$ cat src/rtl/box_draw_scheduler.sv
// Two-requester box filler: round-robin grant, raster-scan plot stream with screen clipping.
// Outputs are registered, one cycle behind the FSM; a side-N box spans N*N+2 cycles from ack to done.
module box_draw_scheduler #(
  parameter int SIZE_W   = 4,
  parameter int SCREEN_W = 160,
  parameter int SCREEN_H = 120
) (
  input  logic              clk,
  input  logic              reset,
  input  logic [1:0]        req,
  input  logic [7:0]        x0,
  input  logic [7:0]        x1,
  input  logic [6:0]        y0,
  input  logic [6:0]        y1,
  input  logic [SIZE_W-1:0] size0,
  input  logic [SIZE_W-1:0] size1,
  input  logic [2:0]        colour0,
  input  logic [2:0]        colour1,
  output logic [1:0]        ack,
  output logic [1:0]        done,
  output logic [7:0]        x,
  output logic [6:0]        y,
  output logic [2:0]        colour,
  output logic              plot,
  output logic              busy
);

  typedef enum logic [1:0] {IDLE, DRAW, FINISH} state_t;

  localparam logic [8:0]        XLIM = 9'(SCREEN_W);
  localparam logic [7:0]        YLIM = 8'(SCREEN_H);
  localparam logic [SIZE_W-1:0] ONE  = 1;

  state_t            state;
  logic              ptr;
  logic              gnt;
  logic [7:0]        bx;
  logic [6:0]        by;
  logic [SIZE_W-1:0] bsize;
  logic [2:0]        bcol;
  logic [SIZE_W-1:0] dx;
  logic [SIZE_W-1:0] dy;

  logic              sel;
  logic [SIZE_W-1:0] ssize;
  logic [8:0]        sx;
  logic [7:0]        sy;
  logic              last_col;
  logic              last_row;

  always_comb begin
    sel      = (req == 2'b11) ? ptr : req[1];
    ssize    = sel ? size1 : size0;
    // one extra bit so off-screen coordinates are detected before truncation
    sx       = {1'b0, bx} + 9'(dx);
    sy       = {1'b0, by} + 8'(dy);
    last_col = (dx == bsize - ONE);
    last_row = (dy == bsize - ONE);
  end

  always_ff @(posedge clk) begin
    if (reset) begin
      state  <= IDLE;
      ptr    <= 1'b0;
      gnt    <= 1'b0;
      bx     <= '0;
      by     <= '0;
      bsize  <= '0;
      bcol   <= '0;
      dx     <= '0;
      dy     <= '0;
      ack    <= 2'b00;
      done   <= 2'b00;
      plot   <= 1'b0;
      busy   <= 1'b0;
      x      <= '0;
      y      <= '0;
      colour <= '0;
    end else begin
      ack  <= 2'b00;
      done <= 2'b00;
      plot <= 1'b0;
      case (state)
        IDLE: begin
          busy <= |req;
          if (|req) begin
            gnt   <= sel;
            bx    <= sel ? x1 : x0;
            by    <= sel ? y1 : y0;
            bsize <= ssize;
            bcol  <= sel ? colour1 : colour0;
            dx    <= '0;
            dy    <= '0;
            ack   <= sel ? 2'b10 : 2'b01;
            state <= (ssize != '0) ? DRAW : FINISH;
          end
        end
        DRAW: begin
          busy   <= 1'b1;
          x      <= sx[7:0];
          y      <= sy[6:0];
          colour <= bcol;
          plot   <= (sx < XLIM) && (sy < YLIM);
          if (last_col) begin
            dx <= '0;
            if (last_row) state <= FINISH;
            else          dy    <= dy + ONE;
          end else begin
            dx <= dx + ONE;
          end
        end
        FINISH: begin
          busy  <= 1'b1;
          done  <= gnt ? 2'b10 : 2'b01;
          ptr   <= ~ptr;
          state <= IDLE;
        end
        default: state <= IDLE;
      endcase
    end
  end

endmodule

$ cat config.mk
export PLATFORM = sky130hd
export DESIGN_NAME = box_draw_scheduler
export DESIGN_NICKNAME = d
export VERILOG_FILES = /design/src/rtl/box_draw_scheduler.sv
export SDC_FILE = /design/constraint.sdc
export NUM_CORES = 1
export LEC_CHECK = 0
export BUFFER_PORTS_ARGS = -buffer_cell sky130_fd_sc_hd__buf_2
export CORE_MARGIN = 2
export CORE_UTILIZATION = 54
export CTS_CLUSTER_DIAMETER = 120
export DETAILED_ROUTE_END_ITERATION = 6
export MAX_ROUTING_LAYER = met4
export PLACE_DENSITY = 0.8
export RECOVER_POWER = 50
export SETUP_SLACK_MARGIN = 0.5
export SLEW_MARGIN = 25
export SYNTH_ARGS = -nofsm -noshare
export SYNTH_HDL_FRONTEND = slang
export SYNTH_SLANG_ARGS = --single-unit
$ cat constraint.sdc
create_clock -name clk -period 2.55 [get_ports clk]
set_input_delay 0.255 -clock clk [delete_from_list [all_inputs] [get_ports clk]]
set_output_delay 0.255 -clock clk [all_outputs]
set_load 0.01 [all_outputs]
# == Word-level counts from Yosys, hierarchy flattened ==
# Index checks and enable logic that the tools add are counted.
# totals
ff_bits,58
in_bits,48
out_inout_bits,24
# op_classes
addsub,5
n_lt_le_gt_ge,2
n_eq_ne,9
muxes,19
bitwise_logic,5
reduce_logical,14
# op_table
op,n
4-bit two-way mux,5
4-bit one-hot mux with 2 select lines,2
2-bit two-way mux,6
8-bit by 4-bit adder with 9-bit output,1
9-bit by 8-bit less-than comparator with 1-bit output (second input constant),1
4-bit by 1-bit adder with 4-bit output (second input constant),2
7-bit by 4-bit adder with 8-bit output,1
4-bit equality test,2
8-bit by 7-bit less-than comparator with 1-bit output (second input constant),1
8-bit two-way mux,1
2-bit != test (second input constant),4
2-bit OR reduction,4
7-bit two-way mux,1
1-bit NOT,5
2-bit equality test (second input constant),2
2-bit one-hot mux with 2 select lines,1
2-bit AND reduction,2
4-bit AND reduction,1
2-bit nonzero test,2
4-bit nonzero test,1
4-bit by 1-bit subtractor with 4-bit output (second input constant),1
3-bit two-way mux,1
3-bit AND reduction,1
3-bit OR reduction,1
other kinds (5),5

# == Logic depth before layout (Yosys ltp) ==
# Gate-level depths: netlist (run 1).
# depth
word_depth,7
depth_mapped,8
ltp_nobuf,8

# == Least setup slack after synthesis (run 1) ==
# Ideal clock, no wire load.
# synth_timing
path_kind,register to register
start,reg dx[0]
end,reg plot
t_arrival_ns,1.894
required_time_ns,2.459
slack_ns,0.565
path_stages_with_launch,8
period_less_slack_ns,1.985
cell_sequence,dfxtp_1 ha_1 fa_1 a21o_1 a21oi_1 o22ai_1 a41o_1 a311oi_1
# synth_via
elab_chain_cells,3
# synth_rtl
element,line,source
start: declaration,41,logic [SIZE_W-1:0] dx;
start signal: assignment,109,dx <= dx + ONE;
8-bit by 4-bit adder with 9-bit output,55,"sx = {1'b0, bx} + 9'(dx);"
9-bit by 8-bit less-than comparator with 1-bit output,103,plot <= (sx < XLIM) && (sy < YLIM);
1-bit logical AND,103,
end signal: assignment,103,
end: declaration,24,"output logic plot,"
# No other way between the ends.
# A chain may end at the register's enable or synchronous reset.

# == Worst setup path in the final report (run 1) ==
# layout_timing
start,reg state[1]
end,reg plot
# layout_via
elab_chain_cells,3
# layout_rtl
element,line,source
start: declaration,34,state_t state;
start signal: assignment,95,state <= (ssize != '0) ? DRAW : FINISH;
2-bit by 1-bit equality test with 1-bit output,83,case (state)
1-bit NOT (no source line),-,
2-bit OR reduction (no source line),-,
# No other way between the ends.

==> results of run 1 <==
==> power breakdown <==
part | total (µW) | switching (µW) | internal [µW]
Combinational | 1740 | 991 | 745
Clock | 806 | 356 | 450
Sequential | 1380 | 219 | 1160
Total | 3920 | 1570 | 2360
==> cell type report <==
cell class | instances | area share [%]
inverters | 15 | 1.467
well taps | 72 | 2.347
clock buffers | 13 | 4.661
repair buffers | 80 | 10.69
clock inverters | 2 | 0.2608
multi-input cells | 251 | 50.13
flip-flops and latches | 58 | 30.44
==> metrics by stage <==
stage / setup WS (ps) / hold slack, ps / total power, µW / area [µm²] / utilization [%]
CTS: 483.7 / 239.6 / 3860 / 3807 / 68.31
detailed placement: 369.5 / 438.8 / 3025 / 3605 / 64.67
finish: 411.1 / 242.0 / 3923 / 3839 / 68.87
floorplan: 565.3 / 414.0 / 2587 / 3172 / -
global placement: 480.2 / 430.5 / 2969 / 3605 / 64.67
global route: 289.8 / 254.8 / 4164 / 3839 / 68.87
==> registers in the layout, indices dropped and copies added, names as in the netlist, 3 cells and up <==
name,count
bx,8
bsize,4
dx,4
by,7
bcol,3
dy,4
y,7
colour,3
x,8
==> layout by cell type, fill, tap and decap left out, drive strengths merged, types with 3 or more instances in the layout <==
master	n
a2111oi	3
a211o	4
a211oi	27
a21o	5
a21oi	12
a311oi	3
and2	4
buf	53
clkbuf	40
dfxtp	58
ha	15
inv	15
mux2i	32
nand2	9
nand2b	3
nand4	3
nor2	49
nor2b	6
nor3	5
nor3b	6
o211ai	3
o21ai	8
o31ai	4
or3	3
xnor2	16
xor2	3
==> cell usage after synthesis (2+ instances only) <==
master    count  share of area, %
xor2_1        3              0.83
o211ai_1      3              0.71
nor3b_1       6               1.4
nor3_2        2              0.63
nand2b_1      3              0.59
a31oi_1       2              0.39
dfxtp_1      58                37
o21ai_1       2              0.32
mux2i_1      32                10
nand3_1       2              0.32
a311oi_1      3              0.83
nand4b_1      2              0.55
nand3b_1      2              0.47
and2_1        3              0.59
ha_1         15               5.9
buf_2         5              0.79
nor2b_1       6               1.2
inv_1        15               1.8
a21oi_1      11               1.7
a211oi_1     27               6.4
nand4_1       3              0.59
a211o_1       4               1.1
xnor2_1      16               4.4
fa_1          2               1.3
clkbuf_1     13               1.5
o21bai_1      2              0.47
or3_1         3              0.59
a41oi_1       2              0.55
nand2_1       9               1.1
nor3_1        2              0.32
a21o_1        5               1.2
o31ai_1       3              0.71
nor2_1       49               5.8
o21ai_0       5              0.79
==> kinds of logic (layout without fill, tap and decap cells) <==
logic type	Yosys count	in the layout
AND/OR/NAND/NOR	99	99
buffers and inverters	35	110
AO/OA/AOI/OAI	82	82
flip-flops	58	58
multiplexers	33	33
adder cells (fa/ha/maj)	17	17
XOR/XNOR	20	20
==> routing by layer <==
| layer | part of all wire, % | up-vias | routed length (µm) | global-route usage [%] |
|---|---|---|---|---|
| li1 | - | 1383 | - | - |
| met1 | 46 | 1252 | 3242 | 26.97 |
| met2 | 46 | 79 | 3274 | 35.17 |
| met3 | 5.3 | 15 | 374 | 4.270 |
| met4 | 2.3 | 0 | 163 | 11.53 |
| met5 | 0 | - | 0 | - |
==> tightest hold or removal path, delay by kind of cell <==
family / cells / cell delay, ps
buffers and inverters: 1 / 90
AOI/OAI and AO/OA: 1 / 80
muxes: 1 / 110
==> how the worst min path moves through the flow <==
stage	end	slack, ps	cells after the start
finish	bx[5]$_SDFFE_PP0P_	240	3
global route	bx[5]$_SDFFE_PP0P_	250	3
CTS	by[1]$_SDFFE_PP0P_	240	3
detailed placement	done[0]$_SDFF_PP0_	440	1
global placement	done[0]$_SDFF_PP0_	430	1
floorplan	done[0]$_SDFF_PP0_	410	1
==> timing repair <==
item / CTS / global route
setup buffers: 0 / 3
resized for setup: 3 / 11
pin swaps: 1 / 4
endpoints found under the setup margin: 7 / 14
cloned: 0 / 0
==> reports/metrics.cfg, run 1 <==
[timing]
slew_violations = 0
worst_pin_slew_ps = 1243
period_minus_slack_ps = 2139
hold_viol = 0
setup_tns_ps = 0
finalCritPeriodShare_pct = 83.88
finalSetupViolations = 0
finClkSkew_ps = 6.466
fmax_ghz = 0.4675
rsz0062_at_grt = true
slew_headroom_pct = 17.13

[power_and_ir_drop]
power_leakage_uw = 0.001678
ir_drop_mv = 0.4880
power.density_nw_per_um2 = 1022

[global_routing]
grt_pass1_vias = 2418
grt_pass1_wl_um = 10870
grt.total_usage_pct = 22.24
grt_remaining_overflow = 0
antenna_found_initial = 0
grt_max_degree = 36

[clocking]
ctsHoldBuffers = 0
cts_buffers = 9
insertion_delay_ps = 350
clkTransAtPathRegs_ps = 70
cts_tree = yes
cts-root-buf = clkbuf_8
cts.sinks = 58
htreeDepth = 3
cts_max_path_buffers = 2

[logic_synthesis]
muxShareOfSynthArea_pct = 10.45
synth-simple-area-share_pct = 16.17
yosys_warnings = 0
syn_inst = 344
postSynthAreaPerCell_um2 = 9.220
synth_xor_area_share_pct = 5.996
synth_fa_ha_area_share_pct = 7.179
ys_ff_latch = 58
synth_seq_area_share_pct = 36.61
synth-edff-count = 0
synth_top_family_by_area = compound AO/OA/AOI/OAI gates
synth_ff_type = dfxtp_1
synthDistinctLibCells = 58
synth_fp_nets = 409
synth_area_um2 = 3172
synth_compound_area_share_pct = 19.13
ys_async_sr_fraction_pct = 0

[job]
drv_cap = 0

[setup_path]
critPathSlowestCell = clkbuf_2
r2r_slack_ps = 410
rr_startpoint = state[1]$_SDFFE_PP0P_
worstPathMaxFanout = 35
r2r-end = plot$_SDFF_PP0_
crit_start = state[1]$_SDFFE_PP0P_
crit_buf_inv = 2
crit_chain = inv_1 > ha_1 > clkbuf_2 > nand2b_1 > a41o_1 > a311oi_2
crit_arrival_ps = 2400
worst_path_largest_cell_delay_ps = 720
r2r_cells = 6
critPathCapture = plot$_SDFF_PP0_
critPathKind = reg2reg
critPathCaptureType = register
cp.required_ps = 2810
cp.depth = 6
cp_top_family = buffers and inverters
startpoint_type = register

[hold_path]
worstHoldPathType = in2reg
min-delay-start = x1[5]

[finish]
multiInputGateArea_um2 = 1924
antenna_cells = 0
seq_area_um2 = 1169
drive_gt1_share_pct = 21.00
stdcell_count = 491
fin_nets = 480
nFillCells = 457
area_delta_synth_final_pct = 21.03

[floorplan]
initial_core_util_pct = 56.90
die-area_um2 = 6503
die_h_um = 80.64
core_um2 = 5574
rows = 27
die_w_um = 80.64
io-pin-count = 72

[route]
first_pass_iters = 5
finalWirelength_um = 7054
drtIter0Drc = 126
detail_route.wl_per_cell_um = 14.37
vias = 2729
post_drt_via_cell_ratio = 5.558
drc = 0
postRouteAntennaNets = 0

[placement]
dp_hpwl_um = 4897
io_buffer_count = 71
dp.cells = 473
place.gp.congestion = 0.8342

[run_status]
outcome = complete, no violations

No activity file was read; power rests on OpenSTA's default activity.
==> run 2, diff against run 1 <==
==> constraint.sdc (replaced) <==
create_clock -name clk -period 2.2 [get_ports clk]
set_input_delay 0.22 -clock clk [delete_from_list [all_inputs] [get_ports clk]]
set_output_delay 0.22 -clock clk [all_outputs]
set_load 0.01 [all_outputs]
==> reports/metrics.cfg, run 2 (synthesis gave the netlist of run 1 again) <==
[run_status]
outcome = complete, no violations

[placement]
dp_hpwl_um = 5066  ; +3.5%
place.gp.congestion = 0.8344  ; about the same
dp.cells = 474  ; +0.21%
io_buffer_count = 71  ; unchanged

[setup_path]
crit_chain = inv_1 > ha_1 > buf_6 > a21oi_1 > a31oi_2 > mux2_1
critPathCaptureType = register
startpoint_type = register
worst_path_largest_cell_delay_ps = 420  ; -300 ps
crit_arrival_ps = 2160  ; -240 ps
worstPathMaxFanout = 11  ; -69%
critPathSlowestCell = dfxtp_1
cp.required_ps = 2430  ; -380 ps
critPathKind = reg2reg

[power_and_ir_drop]
comb_power_share_pct = 50.1  ; +5.8 points
ir_drop_mv = 0.8803  ; +80%
swShare_pct = 41.42  ; +1.5 points
intPower_uw = 3012  ; +28%
clockPowerShare_pct = 18.1  ; -2.4 points
p_seq_share_pct = 31.9  ; -3.3 points
p_total_uw = 5142  ; +31%
power_leakage_uw = 0.001758  ; +4.7%
power.density_nw_per_um2 = 1219  ; +19%
switchingPower_uw = 2130  ; +36%

[finish]
antenna_cells = 0  ; unchanged
layout_common_cells = nor2_1 (48), buf_2 (47), dfxtp_1 (46)
stdcell_count = 501  ; +2.0%
multiInputGateArea_um2 = 2202  ; +14%
top_regs = bx (8), x (8)
fin_nets = 489  ; +1.9%
seq_area_um2 = 1189  ; +1.7%
nFillCells = 387  ; -15%
final_common_cell = nor2_1
drive_gt1_share_pct = 32.87  ; +12 points
area_delta_synth_final_pct = 32.98

[route]
first_pass_iters = 5  ; unchanged
postRouteAntennaNets = 0  ; unchanged
drc = 0  ; unchanged
finalWirelength_um = 8709  ; +23%
drtIter0Drc = 187  ; +48%
detail_route.wl_per_cell_um = 17.38  ; +21%
post_drt_via_cell_ratio = 5.884  ; +5.9%
vias = 2948  ; +8.0%

[timing]
hold_viol = 0  ; unchanged
slew_headroom_pct = 52.68  ; +36 points
finalCritPeriodShare_pct = 87.84  ; +4.0 points
fmax_ghz = 0.5175  ; +11%
period_minus_slack_ps = 1932  ; -206.5 ps
setup_tns_ps = 0  ; unchanged
rsz0062_at_grt = true
finClkSkew_ps = 11.51  ; +5.046 ps
worst_pin_slew_ps = 709.8  ; -533.3 ps
slew_violations = 0  ; unchanged
finalSetupViolations = 0  ; unchanged

[floorplan]
core_um2 = 5574  ; unchanged
die_w_um = 80.64  ; unchanged
initial_core_util_pct = 56.90  ; unchanged
die_h_um = 80.64  ; unchanged
die-area_um2 = 6503  ; unchanged
rows = 27  ; unchanged
io-pin-count = 72  ; unchanged

[clocking]
htreeDepth = 3  ; unchanged
clkTransAtPathRegs_ps = 70  ; about the same
cts-root-buf = clkbuf_8
cts_tree = yes
cts.sinks = 58  ; unchanged
cts_max_path_buffers = 2  ; unchanged
cts_buffers = 9  ; unchanged
insertion_delay_ps = 350  ; about the same

[hold_path]
worstHoldPathType = in2reg

[global_routing]
grt_pass1_wl_um = 12610  ; +16%
grt_remaining_overflow = 0  ; unchanged
grt.total_usage_pct = 26.18  ; +3.9 points
grt_pass1_vias = 2724  ; +13%
grt_max_degree = 45  ; +25%
antenna_found_initial = 0  ; unchanged

[job]
drv_cap = 0  ; unchanged

==> run 2: cell type report <==
| class | instances | area share (%) |
|---|---|---|
| Multi-Input combinational cell | 251 | 52.21 |
| Sequential cell | 58 | 28.18 |
| Timing Repair Buffer | 89 | 11.81 |
| Clock buffer | 14 | 4.094 |
| Tap cell | 72 | 2.136 |
| Inverter | 15 | 1.335 |
| Clock inverter | 2 | 0.2373 |
==> run 2: through the flow <==
step	util (%)	worst slack [ps]	cell area (µm²)	hold WS (ps)
2_1_floorplan	-	401.3	3212	414.0
3_3_place_gp	65.50	338.5	3651	452.4
3_5_place_dp	65.50	220.7	3651	463.6
4_1_cts	72.62	298.4	4048	208.6
5_1_grt	75.67	204.4	4218	219.6
6_report	75.67	267.6	4218	206.3
==> run 2: worst paths after layout <==
kind                              start               endpoint  slack (ps)  cells past startpoint
setup / recovery  state[1]$_SDFFE_PP0P_  state[0]$_SDFFE_PP0P_         270                      6
hold / removal               colour1[2]   bcol[2]$_SDFFE_PP0P_         210                      3
setup reg to reg  state[1]$_SDFFE_PP0P_  state[0]$_SDFFE_PP0P_         270                      6
hold reg to reg       busy$_SDFFE_PP0P_      busy$_SDFFE_PP0P_         480                      2
==> run 2: worst max-delay path: cells and delay by family (launching register included) <==
family | cells | cell delay [ps]
AOI/OAI and AO/OA | 2 | 440
adders and majority gates | 1 | 300
buffers and inverters | 2 | 310
DFF | 1 | 420
muxes | 1 | 350
==> run 2: layer usage <==
metal | wire length, µm | track usage, % | vias up
met5 | 0 | - | -
met4 | 276 | 14.41 | 0
met3 | 464 | 4.719 | 29
met2 | 4456 | 43.58 | 119
met1 | 3511 | 29.80 | 1388
li1 | - | - | 1412
==> run 2: power groups by stage <==
stage	logic (µW)	registers [µW]	clock network (µW)
after floorplan	1440	1610	0
after global placement	1910	1600	0
after detailed placement	1960	1610	0
after CTS	2270	1590	924
after global routing	2790	1670	976
final	2570	1640	929
==> run 2: what timing repair did <==
action / in CTS / in global routing
endpoints found under the setup margin: 18 / 18
setup buffers: 6 / 5
pin swaps: 22 / 14
gates resized for setup: 41 / 31
hold buffers: 0 / 0
